## src/rtl/regfile_sequencer.sv

```systemverilog
// regfile_sequencer: READ-EXEC-WRITE micro-sequencer driving an 8x8 register file
module regfile_sequencer #(
  parameter int DW   = 8,
  parameter int SW   = 4,
  parameter int NREG = 8
) (
  input  logic          clk,
  input  logic          rst,
  input  logic          instr_valid,
  input  logic [15:0]   instr,
  output logic          instr_ready,
  output logic [SW-1:0] asel,
  output logic [SW-1:0] bsel,
  input  logic [DW-1:0] aout,
  input  logic [DW-1:0] bout,
  output logic [SW-1:0] csel,
  output logic          cload,
  output logic [DW-1:0] cin,
  output logic          done,
  output logic [DW-1:0] result,
  output logic          zero,
  output logic          carry,
  output logic          err
);
  typedef enum logic [1:0] {IDLE, READ, EXEC, WRITE} state_t;
  state_t state_q, state_d;
  logic [15:0] instr_q, instr_d;
  logic [DW-1:0] a_q, a_d, b_q, b_d, result_q, result_d;
  logic [DW:0] cr_q, cr_d, alu;
  logic [SW-1:0] asel_q, asel_d, bsel_q, bsel_d, csel_q, csel_d;
  logic wr_q, wr_d, err_q, err_d, zero_q, zero_d, carry_q, carry_d;
  logic [3:0] op;
  logic [SW-1:0] rd, rs1, rs2;
  logic writing, use1, use2, bad;
  assign op  = instr_q[15:12];
  assign rd  = instr_q[8 +: SW];
  assign rs1 = instr_q[4 +: SW];
  assign rs2 = instr_q[0 +: SW];
  assign writing = op >= 4'd1 && op <= 4'd9;
  assign use1    = op >= 4'd2 && op <= 4'd9;
  assign use2    = op >= 4'd3 && op <= 4'd7;
  assign bad = op >= 4'd10 || (writing && (32'(rd) >= NREG || (use1 && 32'(rs1) >= NREG) ||
               (use2 && 32'(rs2) >= NREG)));
  assign instr_ready = state_q == IDLE && rst;
  assign done  = state_q == WRITE;
  assign cload = done && wr_q;
  assign err   = done && err_q;
  assign cin   = cload ? cr_q[DW-1:0] : '0;
  assign asel  = asel_q;
  assign bsel  = bsel_q;
  assign csel  = csel_q;
  assign result = result_q;
  assign zero  = zero_q;
  assign carry = carry_q;
  // ALU: produce {carry, result} from the latched operands
  always_comb begin
    alu = '0;
    case (op)
      4'd1: alu = {1'b0, DW'(instr_q[7:0])};
      4'd2: alu = {1'b0, a_q};
      4'd3: alu = {1'b0, a_q} + {1'b0, b_q};
      4'd4: alu = {1'b0, a_q} - {1'b0, b_q};
      4'd5: alu = {1'b0, a_q & b_q};
      4'd6: alu = {1'b0, a_q | b_q};
      4'd7: alu = {1'b0, a_q ^ b_q};
      4'd8: alu = {a_q, 1'b0};
      4'd9: alu = {a_q[0], 1'b0, a_q[DW-1:1]};
      default: alu = '0;
    endcase
  end
  // Next-state: sequence through READ/EXEC/WRITE and stage all registered outputs
  always_comb begin
    state_d = state_q;
    instr_d = instr_q;
    a_d = a_q;
    b_d = b_q;
    cr_d = cr_q;
    asel_d = asel_q;
    bsel_d = bsel_q;
    csel_d = csel_q;
    wr_d = wr_q;
    err_d = err_q;
    result_d = result_q;
    zero_d = zero_q;
    carry_d = carry_q;
    case (state_q)
      IDLE: if (instr_valid) begin
        instr_d = instr;
        asel_d = instr[4 +: SW];
        bsel_d = instr[0 +: SW];
        state_d = READ;
      end
      READ: begin
        a_d = aout;
        b_d = bout;
        state_d = EXEC;
      end
      EXEC: begin
        cr_d = alu;
        wr_d = writing && !bad;
        err_d = bad;
        if (writing && !bad) begin
          csel_d = rd;
          result_d = alu[DW-1:0];
          zero_d = alu[DW-1:0] == '0;
          carry_d = alu[DW];
        end
        state_d = WRITE;
      end
      default: state_d = IDLE;
    endcase
  end
  // State and datapath registers, cleared by asynchronous active-low reset
  always_ff @(posedge clk or negedge rst) begin
    if (!rst) begin
      state_q <= IDLE;
      instr_q <= '0;
      a_q <= '0;
      b_q <= '0;
      cr_q <= '0;
      asel_q <= '0;
      bsel_q <= '0;
      csel_q <= '0;
      wr_q <= 1'b0;
      err_q <= 1'b0;
      result_q <= '0;
      zero_q <= 1'b0;
      carry_q <= 1'b0;
    end else begin
      state_q <= state_d;
      instr_q <= instr_d;
      a_q <= a_d;
      b_q <= b_d;
      cr_q <= cr_d;
      asel_q <= asel_d;
      bsel_q <= bsel_d;
      csel_q <= csel_d;
      wr_q <= wr_d;
      err_q <= err_d;
      result_q <= result_d;
      zero_q <= zero_d;
      carry_q <= carry_d;
    end
  end
endmodule

```

## config.mk

```make
export PLATFORM = sky130hd
export DESIGN_NAME = regfile_sequencer
export DESIGN_NICKNAME = d
export VERILOG_FILES = /design/src/rtl/regfile_sequencer.sv
export SDC_FILE = /design/constraint.sdc
export NUM_CORES = 1
export LEC_CHECK = 0
export ABC_AREA = 1
export CAP_MARGIN = 20
export CORE_MARGIN = 3
export CORE_UTILIZATION = 53
export CTS_CLUSTER_SIZE = 24
export DETAILED_ROUTE_END_ITERATION = 8
export GPL_TIMING_DRIVEN = 0
export PLACE_DENSITY = 0.81
export SKIP_CTS_REPAIR_TIMING = 1
export SLEW_MARGIN = 20
export SYNTH_ARGS = -nofsm -noshare
export SYNTH_HDL_FRONTEND = slang
export SYNTH_SLANG_ARGS = --single-unit
```

## constraint.sdc

```tcl
create_clock -name clk -period 2.9 [get_ports clk]
set_clock_uncertainty 0.1 [all_clocks]
set_input_delay 0.29 -clock clk [delete_from_list [all_inputs] [get_ports clk]]
set_output_delay 0.29 -clock clk [all_outputs]
set_load 0.01 [all_outputs]
```

**After elaboration in Yosys (flattened, before gate mapping)**

Index checks and enable logic that the tools add are counted.

- Bits in registers: 66
- Latch bits: 0
- Memory bits (writable): 0
- ROM bits: 0
- Output and inout port bits: 34
- Word-level logic and storage cells: 62
- Memories kept: 0

- Add/sub/neg operators: 2
- $mul: 0
- Div/mod/pow operators: 0
- $lt $le $gt $ge: 9
- Equality and inequality tests: 13
- Shifts and indexed selects: 0
- Multiplexer cells: 4
- Bitwise gates (word level): 3
- Reductions and logical operators: 18

Operators with widths:

| operator | count |
|---|---|
| $pmux W9 S9 | 1 |
| $eq A4 B3 Y1 const B | 4 |
| $ge A4 B4 Y1 const B | 4 |
| $logic_and A1 B1 Y1 | 10 |
| $add A8 B8 Y9 | 1 |
| $sub A8 B8 Y9 | 1 |
| $and A8 B8 Y8 | 1 |
| $eq A4 B2 Y1 const B | 2 |
| $eq A4 B4 Y1 const B | 2 |
| $ge A4 B2 Y1 const B | 2 |
| $logic_not A8 Y1 | 1 |
| $mux W8 | 1 |
| $or A8 B8 Y8 | 1 |
| $xor A8 B8 Y8 | 1 |
| $pmux W2 S3 | 1 |
| $eq A2 B2 Y1 const B | 2 |
| $eq A4 B1 Y1 const B | 1 |
| $ge A4 B1 Y1 const B | 1 |
| $le A4 B3 Y1 const B | 1 |
| $le A4 B4 Y1 const B | 1 |
| $reduce_and A2 Y1 | 2 |
| $logic_or A1 B1 Y1 | 3 |
| $eq A2 B1 Y1 const B | 1 |
| $logic_not A2 Y1 | 1 |
| 3 further kinds | 3 |

**Depth between registers and ports, before layout**

Gate-level depths: netlist (run 1).

- Depth after elaboration: 10
- Depth in mapped cells: 19
- Depth with buffers taken out: 19

**Worst setup path before layout (run 1)**

Ideal clock, no wire load.

- Path type: reg2reg
- From: register instr_q[14]
- To: register carry_q, in the netlist carry
- Data arrival time: 2.171 ns
- Data required time: 2.676 ns
- Slack: 0.504 ns
- Cell stages (with the launch flop): 14
- Buffers on the path: 0
- Clock period less this slack: 2.396 ns
- Cell sequence: dfrtp_1 inv_2 nor2_4 nand2_4 nand2_1 xor2_1 inv_1 ha_1 a21oi_1 nand3b_1 nand3_1 or2_2 nand3_1 a21oi_1

- Word-level cells in the longest chain between the ends: 10
- Elaborated cells between the ends (all ways): 28
- Those cells by class: order compare: 6; eq/ne: 9; mux: 1; reduce/logical: 12

RTL lines:

| what | RTL line | RTL |
|---|---|---|
| from (decl) | 27 | `logic [15:0] instr_q, instr_d;` |
| from (signal assigned) | 131 | `instr_q <= instr_d;` |
| $ge A4 B2 Y1 or $le A4 B4 Y1 (tied branches) | 40, 39 |  |
| $logic_and A1 B1 Y1 | 40 | `assign use1 = op >= 4'd2 && op <= 4'd9;` |
| $logic_and A1 B1 Y1 | 42 | `assign bad = op >= 4'd10 \|\| (writing && (32'(rd) >= NREG \|\| (use1 && 32'(rs1) >= NREG) \|\|` |
| $logic_or A1 B1 Y1 (2 in a row) | 42 |  |
| $logic_and A1 B1 Y1 | 42 |  |
| $logic_or A1 B1 Y1 | 42 |  |
| $logic_not A1 Y1 | 102 | `if (writing && !bad) begin` |
| $logic_and A1 B1 Y1 | 102 |  |
| $reduce_and A2 Y1 (no source line) | - |  |
| to (signal assigned) | 142 | `carry_q <= carry_d;` |
| to (decl) | 31 | `logic wr_q, wr_d, err_q, err_d, zero_q, zero_d, carry_q, carry_d;` |

Parallel ways exist; a longest one is shown, timed or not.
A chain may end at the register's enable or synchronous reset.

**Final worst setup path (run 1)**

- From: register instr_q[12]
- To: register carry_q, in the netlist carry

Same word-level chain as after synthesis.

==> results.ini, run 1 <==
[synth]
syn-num-nets=557
yosysSeqAreaShare_pct=38.0
yosysTopAreaCellShare_pct=38.0
ys_ff_latch=58
yosysWarnings=0
ys_types=36
netlist_area_um2=3810
synth_area_leader_cell=dfrtp_1
synthCells=491
synth.avg_cell_area_um2=7.77
synthTopCellsByArea=dfrtp_1 38%, nand2_1 13%, ha_1 9.8%

[placement]
globalplace.congestion=0.945
dp_hpwl_um=7430
dpl-instance-area_um2=4610
io_buffer_count=68

[detailed_routing]
m1WireLength_um=4390
firstDrtPassIters=4
wire_per_inst_um=14.4
vias=3479
drc=0
wl_met3_um=426
via_per_inst=5.14
drt-total-wl_um=9730
drt_iter0_drc=154
top_layer_used=met4
wl_met2_um=4710
ant_nets=0

[final_layout]
final_area_um2=4920
final_nets=642
antennaDiodeCount=0
fill_cells=574
layout_common_cells=128 x nand2_1, 67 x clkdlybuf4s50_1, 56 x inv_1, 56 x dfrtp_1, 40 x nor2_1
syn_to_final_growth_pct=28.9
drive_gt1_share_pct=12.6
mostFrequentLayoutCell=nand2_1

[worst_hold_path]
hold_path.class=flip-flop to flip-flop

[clock_network]
clock-sinks=58
clockBufferDepth=2
clkLatencyLatePin_ns=0.34
cts_buffers=9
cts_tree=yes
cts_root_buf=clkbuf_8
clkTransAtPathRegs_ns=0.08
htree_num_levels=3

[power_and_ir_drop]
power_density_nw_per_um2=1190
p_leak_nw=2.39
finalPower_mw=5.86
vdd_ir_drop_max_v=0.000529

[timing]
finalCritPeriodShare_pct=90.9
setup_violations=0
rsz0062_at_grt=no
tightest_slew_ns=0.723
relSlewSlack_pct=51.8
final_max_slew_viol_count=0
fin_crit_ns=2.64
hold_viol=0
maxClockFrequency_mhz=379
whs_ns=0.383

[floorplanning]
die_h_um=90.8
core_area_um2=6870
die_area_um2=8250
io_pins=69
rows=30
initial_core_util_pct=55.5
fp.dieW_um=90.8

[status]
status=finished, final reports clean

[grt]
grt_first_pass_wirelength_um=16100
grt_pass1_vias=3353
overflow=0
antenna_found_initial=0
track_usage_pct=24.4
grt_start_max_net_pins=60

[worst_setup_path]
cp_cell_sequence=nor2_4 > nand2_4 > nand2_1 > xor2_1 > inv_1 > ha_1 > a21oi_1 > nand3b_1 > nand3_1 > or2_2 > nand3_1 > a21oi_1
required_ns=3.02
critPathTopFamily=simple AND/OR/NAND/NOR gates
worst_path_max_delay_cell=dfrtp_1
critPathBufInv=1
critPathMaxStageDelay_ns=0.48
crit_fanout=8
arrival_ns=2.76
crit_path_start_kind=flip-flop
cp-end-kind=flip-flop
crit_type=flip-flop to flip-flop

[run]
cap_viol_max_count=0

==> cell type report <==
class	count	area [µm²]	share of cell area [%]
timing repair buffer	74	726	14.8
clock buffer	9	124	2.52
tap	96	120	2.44
buffer	17	116	2.37
inverter	63	239	4.86
multi-input combinational	353	2010	40.9
sequential	58	1450	29.6
clock inverter	7	125	2.54
==> logic make-up after synthesis <==
family,count (synthesis),synth area share [%]
xor+xnor,7,1.61
simple gates,243,28.8
buf+inv,80,9.31
mux,10,2.95
flops,58,38.0
compound gates,62,8.92
fa+ha+maj,31,10.4
==> per-stage QoR <==
step                      setup TNS (ns)  setup slack (ns)  util, %  instances
after floorplan                        0             0.504        -        491
after global placement            -19.44            -0.876     67.2        655
after detailed placement               0             0.130     67.2        655
after CTS                              0            0.0355     70.8        671
after global routing                   0            0.0311     71.6        677
final                                  0             0.263     71.6        677
==> routing by layer <==
layer  vias up  track usage, %
met4         0            7.79
li1       1746               -
met5         -               0
met3        17            5.33
met1      1621            31.1
met2        95            41.3
==> power by group <==
group	internal [mW]	switching [mW]	total, mW
Clock	0.578	0.358	0.935
Sequential	1.17	0.360	1.53
Combinational	1.44	1.96	3.40
Total	3.19	2.67	5.86
==> synth_stat cells (all sizes together) <==
library cell / instances
xor2: 6
o211ai: 2
o21ai: 39
nand4: 8
a211oi: 1
buf: 12
a21oi: 16
nor3: 1
nand3b: 7
dfrtp: 58
ha: 30
a31oi: 2
xnor2: 1
clkbuf: 5
or2: 3
nand2: 134
nor2: 50
mux2: 10
clkinv: 3
o31ai: 1
inv: 60
fa: 1
a221oi: 1
nand3: 39
and3: 1
==> sequential cells by signal (all words and copies together) (netlist names) <==
| signal | count |
|---|---|
| result | 8 |
| instr_q | 16 |
| err_q | 1 |
| csel | 4 |
| state_q | 2 |
| b_q | 8 |
| carry | 1 |
| a_q | 8 |
| wr_q | 1 |
| zero | 1 |
| cr_q | 8 |
==> path summary, 6_finish.rpt <==
path                            depth (start not counted)  slack (ns)                 endpoint               startpoint
worst min register to register                          2        0.38      csel[1]$_DFFE_PN0P_   instr_q[9]$_DFFE_PN0P_
worst min-delay path                                    2        0.38      csel[1]$_DFFE_PN0P_   instr_q[9]$_DFFE_PN0P_
worst max-delay path                                   12        0.26        carry$_DFFE_PN0P_  instr_q[12]$_DFFE_PN0P_
min in group asynchronous                               2        0.46      cr_q[0]$_DFFE_PN0N_                      rst
worst max register to register                         12        0.26        carry$_DFFE_PN0P_  instr_q[12]$_DFFE_PN0P_
max in group asynchronous                               2        1.73  instr_q[15]$_DFFE_PN0P_                      rst
==> worst register-to-register path: cells and delay by family (launching register included) <==
kind                       cells  cell delay, ns
and+or+nand+nor                7            1.09
DFF                            1            0.48
adders and majority gates      1            0.34
AOI/OAI and AO/OA              2            0.29
xor gates and xnor gates       1            0.16
buffers and inverters          1            0.07
(Power assumes the default switching activity.)
==> run 2, diff against run 1 <==
--- a/config.mk
+++ b/config.mk
@@ -13,6 +13,7 @@
 export DETAILED_ROUTE_END_ITERATION = 8
 export GPL_TIMING_DRIVEN = 0
 export PLACE_DENSITY = 0.81
+export RECOVER_POWER = 50
 export SKIP_CTS_REPAIR_TIMING = 1
 export SLEW_MARGIN = 20
 export SYNTH_ARGS = -nofsm -noshare
==> run 2 against run 1 <==
Net effect: non-clock buffer count unchanged; hold slack got worse by 0.0013 ns; largest power group unchanged; cell count unchanged; cell area unchanged; global-route usage did not move; critical endpoint unchanged; critical path type unchanged; count of clock-buffer cells in the layout stayed put; total power fell by 0.47%.
==> results.ini, run 2 (synthesized netlist as in run 1, its figures left out) <==
[worst_setup_path]
rr_endpoint=carry$_DFFE_PN0P_
crit_start=instr_q[12]$_DFFE_PN0P_
cp_cell_sequence=nor2_4 > nand2_4 > nand2_1 > xor2_1 > inv_1 > ha_1 > a21oi_1 > nand3b_1 > nand3_1 > or2_2 > nand3_1 > a21oi_1
crit_type=flip-flop to flip-flop
r2r_slack_ns=0.27
rr_worst_depth=12
crit_path_start_kind=flip-flop
r2r-start=instr_q[12]$_DFFE_PN0P_
required_ns=3.02
cp-end-kind=flip-flop
arrival_ns=2.75
crit_fanout=8
critPathMaxStageDelay_ns=0.48
worst_path_max_delay_cell=dfrtp_1

[floorplanning]
die_area_um2=8250
fp.dieW_um=90.8
io_pins=69
core_area_um2=6870
initial_core_util_pct=55.5
rows=30
die_h_um=90.8

[clock_network]
cts_root_buf=clkbuf_8
cts_tree=yes
clockBufferDepth=2
clkTransAtPathRegs_ns=0.08
clkLatencyLatePin_ns=0.34
cts_buffers=9
clock-sinks=58
htree_num_levels=3

[final_layout]
drive_gt1_share_pct=12.6
stdcell_count=677
mostFrequentLayoutCell=nand2_1
syn_to_final_growth_pct=28.9
top_register=instr_q
antennaDiodeCount=0
largest_reg_flops=16
final_nets=642
layout_common_cells=128 x nand2_1, 57 x clkdlybuf4s50_1, 56 x inv_1, 56 x dfrtp_1, 40 x nor2_1

[timing]
whs_ns=0.382
setup_violations=0
hold_viol=0
fin_crit_ns=2.63
finalCritPeriodShare_pct=90.8
final_max_slew_viol_count=0
relSlewSlack_pct=52.1
rsz0062_at_grt=no
maxClockFrequency_mhz=380
tightest_slew_ns=0.718

[detailed_routing]
drt-total-wl_um=9710
drc=0
firstDrtPassIters=4
drt_iter0_drc=138
wire_per_inst_um=14.3
ant_nets=0
vias=3483
via_per_inst=5.14

[grt]
grt_pass1_vias=3353
grt_start_max_net_pins=60
overflow=0
grt_first_pass_wirelength_um=16100
antenna_found_initial=0
track_usage_pct=24.4

[placement]
globalplace.congestion=0.945
dp_cells=655
dp_hpwl_um=7430
io_buffer_count=68

[power_and_ir_drop]
p_leak_nw=2.41
power_density_nw_per_um2=1190
finalPower_mw=5.83
vdd_ir_drop_max_v=0.000529

[run]
cap_viol_max_count=0

[worst_hold_path]
hold_start=instr_q[8]$_DFFE_PN0P_
holdPathStages=2
hold_path.class=flip-flop to flip-flop
min_to=csel[0]$_DFFE_PN0P_

[status]
status=finished, final reports clean

[run 2: layer usage]
| layer | GRT usage, % | wire length (µm) | vias to the layer above |
|---|---|---|---|
| met5 | 0 | 0 | - |
| met4 | 7.79 | 198 | 0 |
| met3 | 5.33 | 418 | 17 |
| met2 | 41.3 | 4710 | 95 |
| met1 | 31.1 | 4380 | 1624 |
| li1 | - | - | 1747 |
[run 2: critical path, delay by kind of cell, from the launching register on]
family / cells / cell delay (ns)
simple gates: 7 / 1.09
flops: 1 / 0.48
fa+ha+maj: 1 / 0.34
compound gates: 2 / 0.29
xor+xnor: 1 / 0.16
buf+inv: 1 / 0.06
[run 2: power by group]
group	switching [mW]	internal, mW
registers	0.357	1.17
logic	1.96	1.42
clock network	0.356	0.578
total	2.67	3.16
[run 2: how the worst max path moves through the flow]
stage | depth (start not counted) | slack (ns) | to
2_1_floorplan | 13 | 0.50 | carry$_DFFE_PN0P_
3_3_place_gp | 4 | -0.88 | instr_ready
3_5_place_dp | 14 | 0.13 | zero$_DFFE_PN0P_
4_1_cts | 14 | 0.04 | zero$_DFFE_PN0P_
5_1_grt | 16 | 0.03 | zero$_DFFE_PN0P_
6_report | 12 | 0.27 | carry$_DFFE_PN0P_
[run 2: final cells by class]
cell class | instances | area (µm²)
Tap cell | 96 | 120
Multi-Input combinational cell | 353 | 2010
Buffer | 17 | 116
Clock inverter | 7 | 125
Clock buffer | 9 | 124
Inverter | 63 | 239
Fill cell | 574 | 1950
Sequential cell | 58 | 1450
Timing Repair Buffer | 74 | 726
[run 2: metrics by stage]
| step | area [µm²] | util [%] | worst slack, ns | setup TNS [ns] |
|---|---|---|---|---|
| 2_1_floorplan | 3810 | - | 0.504 | 0 |
| 3_3_place_gp | 4620 | 67.2 | -0.876 | -19.44 |
| 3_5_place_dp | 4610 | 67.2 | 0.130 | 0 |
| 4_1_cts | 4860 | 70.8 | 0.0355 | 0 |
| 5_1_grt | 4920 | 71.6 | 0.0311 | 0 |
| 6_report | 4920 | 71.6 | 0.266 | 0 |
==> run 3, diff against run 2 <==
--- a/config.mk
+++ b/config.mk
@@ -9,6 +9,7 @@
 export CAP_MARGIN = 20
 export CORE_MARGIN = 3
 export CORE_UTILIZATION = 53
+export CTS_CLUSTER_DIAMETER = 50
 export CTS_CLUSTER_SIZE = 24
 export DETAILED_ROUTE_END_ITERATION = 8
 export GPL_TIMING_DRIVEN = 0
==> results of run 3 <==
Same layout as run 2: the final DEF is identical, and so are final timing and power.
